===== config.mk =====
export PLATFORM = sky130hd
export DESIGN_NAME = pos_frame_tx
export DESIGN_NICKNAME = d
export VERILOG_FILES = /design/src/rtl/pos_frame_tx_pkg.sv /design/src/rtl/mod_m_counter.sv /design/src/rtl/pos_frame_tx.sv
export SDC_FILE = /design/constraint.sdc
export NUM_CORES = 1
export LEC_CHECK = 0
export CAP_MARGIN = 20
export CORE_MARGIN = 4
export CORE_UTILIZATION = 35
export DETAILED_ROUTE_END_ITERATION = 7
export GPL_TIMING_DRIVEN = 0
export HOLD_SLACK_MARGIN = 0.06
export SLEW_MARGIN = 20
export SYNTH_ARGS = -nofsm -noshare
export SYNTH_HDL_FRONTEND = slang
export SYNTH_SLANG_ARGS = --single-unit

===== constraint.sdc =====
create_clock -name clk -period 2.13 [get_ports clk]
set_input_delay 0.426 -clock clk [delete_from_list [all_inputs] [get_ports clk]]
set_output_delay 0.426 -clock clk [all_outputs]
set_load 0.05 [all_outputs]

===== src/rtl/pos_frame_tx_pkg.sv =====
// Shared definitions for the position-frame link (transmit and receive sides).
// Holds the frame length, the default sync byte, the FSM state encoding and
// helper functions that build frame bytes and the frame checksum.
package pos_frame_tx_pkg;

    localparam int         FRAME_LEN      = 6;
    localparam logic [7:0] HEADER_DEFAULT = 8'hA5;
    localparam logic [2:0] LAST_IDX       = 3'(FRAME_LEN - 1);

    typedef enum logic [1:0] {
        ST_IDLE  = 2'd0,
        ST_START = 2'd1,
        ST_WAIT  = 2'd2
    } tx_state_e;

    // Checksum over the four coordinate bytes; the header is not covered.
    // Upper coordinate bytes carry only bits 9:8, the rest are zero.
    function automatic logic [7:0] frame_chk(input logic [9:0] x, input logic [9:0] y);
        frame_chk = {6'b000000, x[9:8]} ^ x[7:0] ^ {6'b000000, y[9:8]} ^ y[7:0];
    endfunction

    // Byte at position idx of a frame: HEADER, X hi, X lo, Y hi, Y lo, CHK.
    function automatic logic [7:0] frame_byte(input logic [2:0] idx,
                                              input logic [7:0] header,
                                              input logic [9:0] x,
                                              input logic [9:0] y,
                                              input logic [7:0] chk);
        case (idx)
            3'd0:    frame_byte = header;
            3'd1:    frame_byte = {6'b000000, x[9:8]};
            3'd2:    frame_byte = x[7:0];
            3'd3:    frame_byte = {6'b000000, y[9:8]};
            3'd4:    frame_byte = y[7:0];
            3'd5:    frame_byte = chk;
            default: frame_byte = 8'h00;
        endcase
    endfunction

endpackage


===== src/rtl/mod_m_counter.sv =====
// Free-running modulo-M counter with a terminal-count tick.
// Ports:
//   clk      - rising-edge clock
//   rst_n    - asynchronous active-low reset (count -> 0)
//   srst     - synchronous reset (count -> 0)
//   max_tick - high for the one cycle in which the count equals M-1
module mod_m_counter #(
    parameter int M = 10,
    parameter int N = 4
) (
    input  logic clk,
    input  logic rst_n,
    input  logic srst,
    output logic max_tick
);

    logic [N-1:0] count_r;

    // Count 0..M-1 and wrap back to 0.
    always_ff @(posedge clk or negedge rst_n) begin
        if (!rst_n) begin
            count_r <= {N{1'b0}};
        end else if (srst) begin
            count_r <= {N{1'b0}};
        end else if (count_r == N'(M - 1)) begin
            count_r <= {N{1'b0}};
        end else begin
            count_r <= count_r + N'(1);
        end
    end

    assign max_tick = (count_r == N'(M - 1));

endmodule


===== src/rtl/pos_frame_tx.sv =====
// Periodic transmitter of the own-tank position frame over a byte UART.
// Every PERIOD cycles it snapshots X/Y and sends six bytes
// (HEADER, X hi, X lo, Y hi, Y lo, CHK), one tx_start per tx_done_tick.
// Ports:
//   clk          - rising-edge clock
//   rst          - asynchronous active-low reset, release synchronised internally
//   x_pos_in     - 10-bit X position, sampled at frame launch
//   y_pos_in     - 10-bit Y position, sampled at frame launch
//   tx_done_tick - UART byte-complete pulse
//   tx_start     - one-cycle send request for tx_data
//   tx_data      - byte being sent, held until its tx_done_tick
//   busy         - frame in flight
//   frame_done   - one-cycle pulse after the last byte completes
module pos_frame_tx
    import pos_frame_tx_pkg::*;
#(
    parameter int         PERIOD     = 1666667,
    parameter int         PERIOD_BIT = 21,
    parameter logic [7:0] HEADER     = HEADER_DEFAULT
) (
    input  logic       clk,
    input  logic       rst,
    input  logic [9:0] x_pos_in,
    input  logic [9:0] y_pos_in,
    input  logic       tx_done_tick,
    output logic       tx_start,
    output logic [7:0] tx_data,
    output logic       busy,
    output logic       frame_done
);

    logic [1:0] rst_sync_r;
    logic       rst_sync_n_s;
    logic       tick_s;
    tx_state_e  state_r;
    logic [2:0] idx_r;
    logic [2:0] next_idx_s;
    logic [7:0] next_byte_s;
    logic [9:0] x_snap_r;
    logic [9:0] y_snap_r;
    logic [7:0] chk_r;
    logic       tx_start_r;
    logic [7:0] tx_data_r;
    logic       busy_r;
    logic       frame_done_r;

    // Reset synchroniser: assertion is immediate, release is seen two edges later.
    always_ff @(posedge clk or negedge rst) begin
        if (!rst) begin
            rst_sync_r <= 2'b00;
        end else begin
            rst_sync_r <= {rst_sync_r[0], 1'b1};
        end
    end

    assign rst_sync_n_s = rst_sync_r[1];

    mod_m_counter #(
        .M (PERIOD),
        .N (PERIOD_BIT)
    ) u_period (
        .clk      (clk),
        .rst_n    (rst_sync_n_s),
        .srst     (1'b0),
        .max_tick (tick_s)
    );

    assign next_idx_s  = idx_r + 3'd1;
    assign next_byte_s = frame_byte(next_idx_s, HEADER, x_snap_r, y_snap_r, chk_r);

    // Frame sequencer; every output is a register updated here.
    always_ff @(posedge clk or negedge rst_sync_n_s) begin
        if (!rst_sync_n_s) begin
            state_r      <= ST_IDLE;
            idx_r        <= 3'd0;
            x_snap_r     <= 10'd0;
            y_snap_r     <= 10'd0;
            chk_r        <= 8'h00;
            tx_start_r   <= 1'b0;
            tx_data_r    <= 8'h00;
            busy_r       <= 1'b0;
            frame_done_r <= 1'b0;
        end else begin
            tx_start_r   <= 1'b0;
            frame_done_r <= 1'b0;
            case (state_r)
                ST_IDLE: begin
                    // A tick landing in the frame_done cycle is dropped, not queued.
                    if (tick_s && !frame_done_r) begin
                        x_snap_r   <= x_pos_in;
                        y_snap_r   <= y_pos_in;
                        chk_r      <= frame_chk(x_pos_in, y_pos_in);
                        idx_r      <= 3'd0;
                        tx_data_r  <= HEADER;
                        tx_start_r <= 1'b1;
                        busy_r     <= 1'b1;
                        state_r    <= ST_START;
                    end else begin
                        busy_r     <= 1'b0;
                    end
                end
                ST_START: begin
                    // tx_done_tick here belongs to no outstanding byte; ignore it.
                    state_r <= ST_WAIT;
                end
                ST_WAIT: begin
                    if (tx_done_tick) begin
                        if (idx_r == LAST_IDX) begin
                            frame_done_r <= 1'b1;
                            busy_r       <= 1'b0;
                            state_r      <= ST_IDLE;
                        end else begin
                            idx_r      <= next_idx_s;
                            tx_data_r  <= next_byte_s;
                            tx_start_r <= 1'b1;
                            state_r    <= ST_START;
                        end
                    end else begin
                        state_r <= ST_WAIT;
                    end
                end
                default: begin
                    idx_r   <= 3'd0;
                    busy_r  <= 1'b0;
                    state_r <= ST_IDLE;
                end
            endcase
        end
    end

    assign tx_start   = tx_start_r;
    assign tx_data    = tx_data_r;
    assign busy       = busy_r;
    assign frame_done = frame_done_r;

endmodule


---- After elaboration in Yosys (flattened, before gate mapping) ----
Index checks and enable logic that the tools add are counted.
operators by class
  bitwise operators ....................... 4
  add/subtract/negate cells ............... 2
  muxes and demuxes ....................... 24
  equality and inequality tests ........... 13
  reduce and logical (&&, ||, !) cells .... 9
operators with widths
  operator                                        count
  case mux 8 bit (6 select lines)                 1
  two-way mux 8 bit                               3
  adder 21 x 1 -> 21 bit (second input constant)  1
  == test 21 bit (second input constant)          1
  two-way mux 21 bit                              1
  case mux 8 bit (2 select lines)                 1
  == test 3 bit (second input constant)           3
  two-way mux 1 bit                               9
  two-way mux 3 bit                               3
  case mux 3 bit (3 select lines)                 1
  inequality test 2 bit (second input constant)   4
  AND reduction 4 bit                             2
  bitwise XOR 2 x 8 -> 8 bit                      1
  bitwise XOR 8 x 2 -> 8 bit                      1
  bitwise XOR 8 bit                               1
  == test 3 x 2 -> 1 bit (second input constant)  2
  case mux 2 bit (3 select lines)                 1
  two-way mux 2 bit                               2
  adder 3 x 1 -> 3 bit (second input constant)    1
  == test 3 x 1 -> 1 bit (second input constant)  1
  zero test 3 bit                                 1
  case mux 1 bit (3 select lines)                 1
  AND reduction 3 bit                             1
  == test 2 x 1 -> 1 bit (second input constant)  1
  other kinds (8)                                 8
word-level totals
  word-level logic and storage cells ...... 63
  output and inout port bits .............. 11
  bits in registers ....................... 67

---- Logic depth before layout (Yosys ltp) ----
Gate-level depths: netlist of run 1.
  depth after elaboration ................. 6
  mapped depth ............................ 8

---- Hierarchy ----
From an unflattened synthesis of run 1, not the netlist that was laid out.
unflattened totals
  cell total of the unflattened synthesis .. 300
  area, all modules ....................... 3260.6 um^2
by module, submodules not included
  module         times used  cells each  area an instance (um^2)
  pos_frame_tx   1           184         2147.1
  mod_m_counter  1           116         1113.6

---- Worst setup path before layout of run 1 ----
OpenSTA, ideal clock, no wires.
  path kind ............................... reg-to-reg
  start ................................... reg u_period.count_r[17]
  end ..................................... reg tx_data_r[0] (netlist: tx_data[0])
  path slack .............................. 0.098 ns
  period minus slack after synthesis ...... 2.032 ns
  cell stages (with the launch flop) ...... 6
  required time ........................... 2.005 ns
  arrival ................................. 1.907 ns
  cell sequence ........................... dfrtp_1 -> or4b_4 -> nor4_4 -> nand3_4 -> nand2_2 -> mux2_2
between the ends
  cells in the longest elaborated chain, start to end .. 4
RTL lines
  element                                 RTL line             RTL
  from (decl)                             mod_m_counter.sv:17  logic [N-1:0] count_r;
  from (signal assigned)                  mod_m_counter.sv:22  count_r <= {N{1'b0}};
  from (signal assigned)                  mod_m_counter.sv:24  count_r <= {N{1'b0}};
  from (signal assigned)                  mod_m_counter.sv:26  count_r <= {N{1'b0}};
  == test 21 bit                          mod_m_counter.sv:32  assign max_tick = (count_r == N'(M - 1));
  logical AND 1 bit                       pos_frame_tx.sv:89   if (tick_s && !frame_done_r) begin
  inequality test 2 bit (no source line)  -
  AND reduction 4 bit (no source line)    -
  to (signal assigned)                    pos_frame_tx.sv:114  tx_data_r <= next_byte_s;
  to (decl)                               pos_frame_tx.sv:43   logic [7:0] tx_data_r;
No other way between the ends.
A chain may end at the register's enable or synchronous reset.

---- Worst setup path after layout of run 1 ----
  start ................................... reg u_period.count_r[18]
  end ..................................... reg y_snap_r[8]
between the ends
  cells in the longest elaborated chain, start to end .. 3
RTL lines
  element                               RTL line             RTL
  == test 21 bit                        mod_m_counter.sv:32
  logical AND 1 bit                     pos_frame_tx.sv:89
  AND reduction 2 bit (no source line)  -
  to (signal assigned)                  pos_frame_tx.sv:91   y_snap_r <= y_pos_in;
  to (decl)                             pos_frame_tx.sv:40   logic [9:0] y_snap_r;
No other way between the ends.

==> results list, run 1 <==
- Measured along the x axis, the die boundary spans 104 um.
- # hold bufs at CTS: 0
- Measured on the finished design, the core utilization comes to 0.469.
- The share of the Yosys chip area taken by registers is 0.523.
* Cell area power density: 679 nW/um2
- Count of yosys warnings during synthesis: 0
- The clock tree synthesis step divided the H-tree into 3 levels.
* Avg Inst Size Synth: 11.7 um2
- Nets: 358
- The critical path is of the reg2reg type.
* Final Routed Wirelength: 7050 um
* Cell-internal power: 2.21 mW
* Largest area contributor in the netlist: sky130_fd_sc_hd__dfrtp_1
- The signal on the critical path passes through or4b_4, nor4_4, nand3_4, buf_12, buf_12, mux2_2.
* I/O pin count: 34
* Placed instance count: 416
- Setup slack on the critical path of the routed design comes to 0.654 ps.
* Worst IR Drop VDD: 0.000526 V
- Highest-delay cell along the critical path: sky130_fd_sc_hd__or4b_4
* Total of flip-flops plus latches after synthesis: 67
- GPL Wtd Cong: 0.817
- Data on the critical path is required at its endpoint by 2360 ps.
- Area growth from synthesis to layout: 29.0%
- Via count normalized by instance count: 5.06
* Final setup violation count: 0
- Clock insertion delay at the later pin of the skew report: 350 ps
* Clock tree from TritonCTS: built
- Most frequent cells in the layout: sky130_fd_sc_hd__dfrtp_1, sky130_fd_sc_hd__clkdlybuf4s50_1, sky130_fd_sc_hd__mux2_2
- In this run the register-to-register setup slack is 0.7 ps.
- For this design the total switching power over the nets is 597 uW.
- After synthesis, the share of flip-flops with an asynchronous set or reset is 1.00.
- Detailed placer's ending HPWL: 4510 um
- Counting along the longest clock path gives a buffer depth of 2.
- Number of flops mapped to enable cells by yosys: 0
- Once placement finished, the instance area stood at 3690 um2.
- Static timing analysis puts the maximum clock frequency at 470 MHz.
* Worst slew slack as a fraction of its limit: 0.570
- After global routing the overflow that remains totals 0.
* Placeable core area: 8810 um2
- The final-report max-slew violation count was 0.
- Family of cells with the greatest summed delay on the critical path: simple AND/OR/NAND/NOR gates
- Most common library cell in the layout ignoring fill and taps: sky130_fd_sc_hd__dfrtp_1
- After the flow finishes, the layout carries non-filler instances totaling 441.
- Antenna diode count: 0
- Largest net degree at the start of global routing: 39
- Combined global-route utilization of all metal layers: 0.134
- STA classifies the critical path endpoint as a flip-flop.
* Maximum fanout count along the critical path: 10
* Startpoint type of the worst setup path: flip-flop
* Static power due to leakage: 1.83 nW
- Summing internal, switching and leakage power gives 2.81 mW.
- Class of the tightest hold or removal check: in2async
- Largest cells by area after synthesis: sky130_fd_sc_hd__dfrtp_1, sky130_fd_sc_hd__mux2_2, sky130_fd_sc_hd__xnor2_1, sky130_fd_sc_hd__xor2_1, sky130_fd_sc_hd__nor2_1
* Mapped Area: 3200 um2
- Wire length of the first global-routing pass: 11500 um
- Cell Rows: 34
- Antenna violations before repair: 0
- The finished cells cover 4130 um2.
- By instance count, the cell type seen most on the critical path is sky130_fd_sc_hd__buf_12.
- WP buf/inv: 2
* Die span in y: 104 um
- After detailed routing, the average wire length per cell comes to 16.0 um.
- Maxcap violations: 0
- Timing analysis after detailed placement gives a worst setup slack of -117 ps.
- Number of detailed-routing iterations run before antenna repair: 4
- The count of endpoints failing hold in the final timing report came to 0.
* Actual transition at the worst max-transition pin: 643 ps
- After synthesis, the netlist uses 41 different library cells.
* CP arrival: 2360 ps
- Port buffering added 33 buffers.
- Count of routing violations after the opening detailed-route iteration: 113
- Worst reg2reg path endpoint: y_snap_r[8]
- On the final layout, the worst hold slack is 236 ps.
- CTS Root Buffer Type: sky130_fd_sc_hd__clkbuf_8
- Crit share post-route: 1.00
- The floorplan step defined a die boundary enclosing 10700 um2.
* Synthesized netlist net count: 304
- Top cell type's share of synthesized area: 0.523
- Dominant register cell in the synthesized netlist: sky130_fd_sc_hd__dfrtp_1
- Switching share of power: 0.213
* Fraction of power consumed by sequential logic: 0.479
- Of the total power, the clock network draws 0.473.
- Minimum clock period after layout: 2130 ps
- Cell count after synthesis: 274
- Across all layers, the routed design uses 2232 vias.
* Result of the run: complete, no violations
- In the routed design, unresolved DRC markers number 0.
* Proportion of layout cells with a drive suffix above 1: 0.228
- In the final timing run, aggregate negative setup slack is 0 ps.
- Layout Skew: 11.8 ps
- Worst reg-to-reg path cell count: 6
- In this run the critical register-to-register path is launched from u_period.count_r[18].
- Antenna violation net count after detailed routing: 0
* Inserted Clock Buffers: 9
- In this design, the stage delay of the slowest critical-path cell is 540 ps.
* Via count of the first global-routing pass: 2265
- Register clock-pin slew on the reported worst setup and hold paths: 70 ps
- Clock tree synthesis found a total of 67 sinks.
- Initial Utilization: 0.364
- Setup repair after global routing missed its margin: yes
- Combinational fraction of design power: 0.049
-- how the worst max path moves through the flow --
| stage | cells past startpoint | slack, ps | startpoint | to |
|---|---|---|---|---|
| 2_1_floorplan | 5 | 100 | u_period.count_r[17] | tx_data[0] |
| 3_3_place_gp | 0 | -720 | rst_sync_r[1] | y_snap_r[1] |
| 3_5_place_dp | 5 | -120 | u_period.count_r[17] | tx_data[3] |
| 4_1_cts | 5 | 30 | u_period.count_r[2] | tx_data[5] |
| 5_1_grt | 6 | -60 | u_period.count_r[18] | tx_data[5] |
| 6_report | 6 | 0.7 | u_period.count_r[18] | y_snap_r[8] |
-- kinds of logic after synthesis --
| logic type | Yosys count | share of synthesized area |
|---|---|---|
| adder cells (fa/ha/maj) | 7 | 0.0273 |
| flip-flops | 67 | 0.523 |
| multiplexers | 38 | 0.133 |
| buffers and inverters | 13 | 0.0226 |
| other | 1 | 0.00117 |
| AO/OA/AOI/OAI | 37 | 0.0750 |
| AND/OR/NAND/NOR | 82 | 0.139 |
| XOR/XNOR | 29 | 0.0793 |
-- layer usage --
metal | share of wire | global-route usage
met5 | 0 | 0
met4 | 0.017 | 0.0494
met3 | 0.029 | 0.0392
met2 | 0.46 | 0.203
met1 | 0.49 | 0.181
-- layout make-up --
cell class | instances | area, um2
Sequential cell | 67 | 1680
Timing Repair Buffer | 42 | 440
Inverter | 4 | 15.0
Multi-Input combinational cell | 195 | 1530
Clock buffer | 10 | 138
Fill cell | 763 | 4670
Tap cell | 108 | 135
Buffer | 9 | 83.8
Clock inverter | 6 | 113
-- flip-flops by register name, indices dropped and copies added (netlist names) --
register	cells
u_period.count_r	21
x_snap_r	10
y_snap_r	10
chk_r	8
tx_data	8
idx_r	3
rst_sync_r	2
state_r	2
busy	1
frame_done	1
tx_start	1
-- repair_timing --
item,CTS,global route
pin swaps,1,4
resized for setup,3,19
cloned,0,2
endpoints found under the setup margin,8,40
buffers inserted,2,5
-- synthesized netlist by cell type, types with 5 or more instances --
cell type,count
sky130_fd_sc_hd__ha_1,7
sky130_fd_sc_hd__mux2_2,36
sky130_fd_sc_hd__xnor2_1,15
sky130_fd_sc_hd__nand3_1,11
sky130_fd_sc_hd__o21ai_0,10
sky130_fd_sc_hd__a31oi_1,5
sky130_fd_sc_hd__nand2_1,12
sky130_fd_sc_hd__xor2_1,14
sky130_fd_sc_hd__nand4_1,7
sky130_fd_sc_hd__a21oi_1,7
sky130_fd_sc_hd__dfrtp_1,67
sky130_fd_sc_hd__nor2_1,26
-- worst reg2reg max path, delay by kind of cell, from the launching register on --
kind	cells	cell delay [ps]
multiplexers	1	270
AND/OR/NAND/NOR	3	1020
buffers and inverters	2	330
flip-flops	1	400
-- power groups by stage --
stage	clock, mW	sequential (mW)	combinational, mW
5_1_grt	1.43	1.35	0.151
4_1_cts	1.36	1.34	0.139
3_5_place_dp	0	1.37	0.138
2_1_floorplan	0	1.37	0.0614
6_report	1.33	1.34	0.137
3_3_place_gp	0	1.38	0.118
(Power assumes the default switching activity.)
==> run 2: changes to the inputs <==
Settings changed: CELL_PAD_IN_SITES_DETAIL_PLACEMENT set to 2, CELL_PAD_IN_SITES_GLOBAL_PLACEMENT set to 2, CORE_UTILIZATION 35 to 34, PLACE_DENSITY_LB_ADDON set to 0.1.
==> run 2 against run 1 <==
- setup slack gained 77 ps
- count of clock-buffer cells in the layout down 1
- cell area fell by 3.3%
- highest routed layer unchanged
- largest cell class unchanged
- critical endpoint is now tx_data[7]
- combinational power hardly changed
==> results list, run 2 (synthesis results as in run 1) <==
- Result of the run: complete, no violations
- TritonCTS built the clock tree.
- At the pin with the least slew margin, the transition time is 758 ps.
* Worst path max stage delay: 480 ps
- The worst path in the final design needs a cycle of 2050 ps, including I/O delays and setup.
- During I/O placement, the number of pins put on the boundary was 34.
- Worst IR Drop VDD: 0.000241 V
* Max-slew violation total from the final report: 0
- The first detailed-routing pass ran for 4 iterations.
* Family of cells with the greatest summed delay on the critical path: simple AND/OR/NAND/NOR gates
* Maximum fanout count along the critical path: 5
* Count of routing violations after the opening detailed-route iteration: 54
- The first global-routing pass estimated 13100 um of wire.
* Startpoint-to-endpoint class of the critical path: reg2reg
- Layout Skew: 9.04 ps
- Measured against its own limit, the worst slew margin works out to 0.494.
* Antenna diode count: 0
* Combined global-route utilization of all metal layers: 0.152
- Dividing total power by cell area gives a power density of 636 nW/um2.
- In the routed layout, each cell is associated on average with a via count of 5.23.
* Final Routed Wirelength: 7990 um
- Largest net degree at the start of global routing: 36
- From left edge to right edge, the die measures 105 um.
* Via count of the first global-routing pass: 2440
* Total via count after detailed routing: 2316
* Die span in y: 105 um
- CP arrival: 2290 ps
- STA puts the critical path data required time at 2360 ps.
* Flip-flop count of the largest register, all copies and words added: 21
* Maximum level of the CTS H-tree: 3
- The floorplan step defined a core boundary enclosing 9200 um2.
* Total congestion overflow: 0
- Final hold vios: 0
- WP buf/inv: 0
- At the placement stage, the worst setup path has a slack of -175 ps.
* # hold bufs at CTS: 0
- Met2 GRT Util: 0.230
- Crit share post-route: 0.964
* GPL Wtd Cong: 0.722
* Critical path cell sequence: or3b_2, nor4_4, nand3_4, nand2_4, mux2_2
- Largest Register: u_period.count_r
* DRC violations left: 0
* GR Util met3: 0.0272
- Derived from the worst setup path, the maximum achievable clock frequency is 487 MHz.
- The clock reaches the later pin of the worst-skew pair after 350 ps.
- Die Footprint: 11000 um2
- Inserted Clock Buffers: 9
* Largest registers: u_period.count_r x21, x_snap_r x10, y_snap_r x10
- The tool flagged a number of max-cap violations equal to 0.
- Setup violations remaining at the end of the flow were counted as 0.
- Setup crit end kind: flip-flop
- Nets: 357
- Antenna violations before repair: 0
- Detailed placement finished with a half-perimeter wire length of 5510 um.
- Highest-delay cell along the critical path: sky130_fd_sc_hd__or3b_2
* Register clock-pin slew on the reported worst setup and hold paths: 70 ps
- Maximum buffer depth of the clock tree: 2
* Setup TNS Final: 0 ps
- Worst reg-to-reg path cell count: 5
- STA classifies the critical path startpoint as a flip-flop.
* Cell depth of the worst setup path: 5
- In the layout the commonest cells are sky130_fd_sc_hd__dfrtp_1, sky130_fd_sc_hd__mux2_2, sky130_fd_sc_hd__clkdlybuf4s50_1.
- For met1 alone, demand over resource in global routing was 0.215.
- Most used routing layer in global routing: met2
* CTS Root Buffer Type: sky130_fd_sc_hd__clkbuf_8
- The initial utilization of the core area, before any placement, comes to 0.348.
- Cell Rows: 35
- Most common library cell in the layout ignoring fill and taps: sky130_fd_sc_hd__dfrtp_1
- Once layout is complete, the utilization of the core stands at 0.435.
- Clock sink count: 67
* Static power due to leakage: 1.76 nW
- Post-route worst setup slack: 77.3 ps
* Routed length per instance: 18.0 um
- Class of the tightest hold or removal check: in2async
- Setup slack, reg-to-reg: 80 ps
- The count of buffers added on input and output ports is 33.
- In the final layout, the share of cells above drive strength 1 is 0.238.
- In this run the remaining antenna-violating nets after routing total 0.
- Area growth from synthesis to layout: 24.7%
-- run 2: what timing repair did --
| item | in CTS | in global routing |
|---|---|---|
| gates cloned | 0 | 1 |
| setup buffers | 1 | 6 |
| pin swaps | 1 | 0 |
| gates resized for setup | 3 | 13 |
| setup endpoints to repair | 34 | 22 |
-- run 2: layout make-up --
class | count | area, um2
clock buffer | 9 | 124
inverter | 4 | 15.0
sequential | 67 | 1680
multi-input combinational | 195 | 1500
tap | 111 | 139
buffer | 9 | 63.8
clock inverter | 7 | 68.8
fill | 953 | 5200
timing repair buffer | 41 | 403
-- run 2: worst paths after layout --
kind / startpoint / to
max in group asynchronous: rst_sync_r[1] / chk_r[1]
hold / removal: rst / rst_sync_r[0]
setup reg to reg: u_period.count_r[2] / tx_data[7]
setup / recovery: u_period.count_r[2] / tx_data[7]
hold reg to reg: rst_sync_r[1] / u_period.count_r[8]
min in group clk: rst_sync_r[0] / rst_sync_r[1]
-- run 2: metal layers --
layer / up-vias / part of all wire / wire, um
li1: 1081 / - / -
met1: 1191 / 0.49 / 3900
met2: 32 / 0.47 / 3740
met3: 12 / 0.026 / 210
met4: 0 / 0.018 / 144
met5: - / 0 / 0
-- run 2: through the flow --
| stage | cell area, um2 | std cells | total power [mW] | hold slack [ps] |
|---|---|---|---|---|
| 2_1_floorplan | 3200 | 274 | 1.43 | 130 |
| 3_3_place_gp | 3670 | 418 | 1.50 | 338 |
| 3_5_place_dp | 3700 | 419 | 1.51 | 301 |
| 4_1_cts | 3910 | 436 | 2.58 | 219 |
| 5_1_grt | 4000 | 443 | 2.66 | 223 |
| 6_report | 4000 | 443 | 2.54 | 234 |
-- run 2: worst reg2reg max path, cell delays in order, from the launching register on --
cell	delay, ps
sky130_fd_sc_hd__dfrtp_2	440
sky130_fd_sc_hd__or3b_2	480
sky130_fd_sc_hd__nor4_4	310
sky130_fd_sc_hd__nand3_4	210
sky130_fd_sc_hd__nand2_4	170
sky130_fd_sc_hd__mux2_2	340
-- run 2: where the power goes --
part | switching (mW) | total [mW] | internal [mW]
clock | 0.523 | 1.06 | 0.536
combinational | 0.0511 | 0.137 | 0.0859
sequential | 0.0327 | 1.34 | 1.31
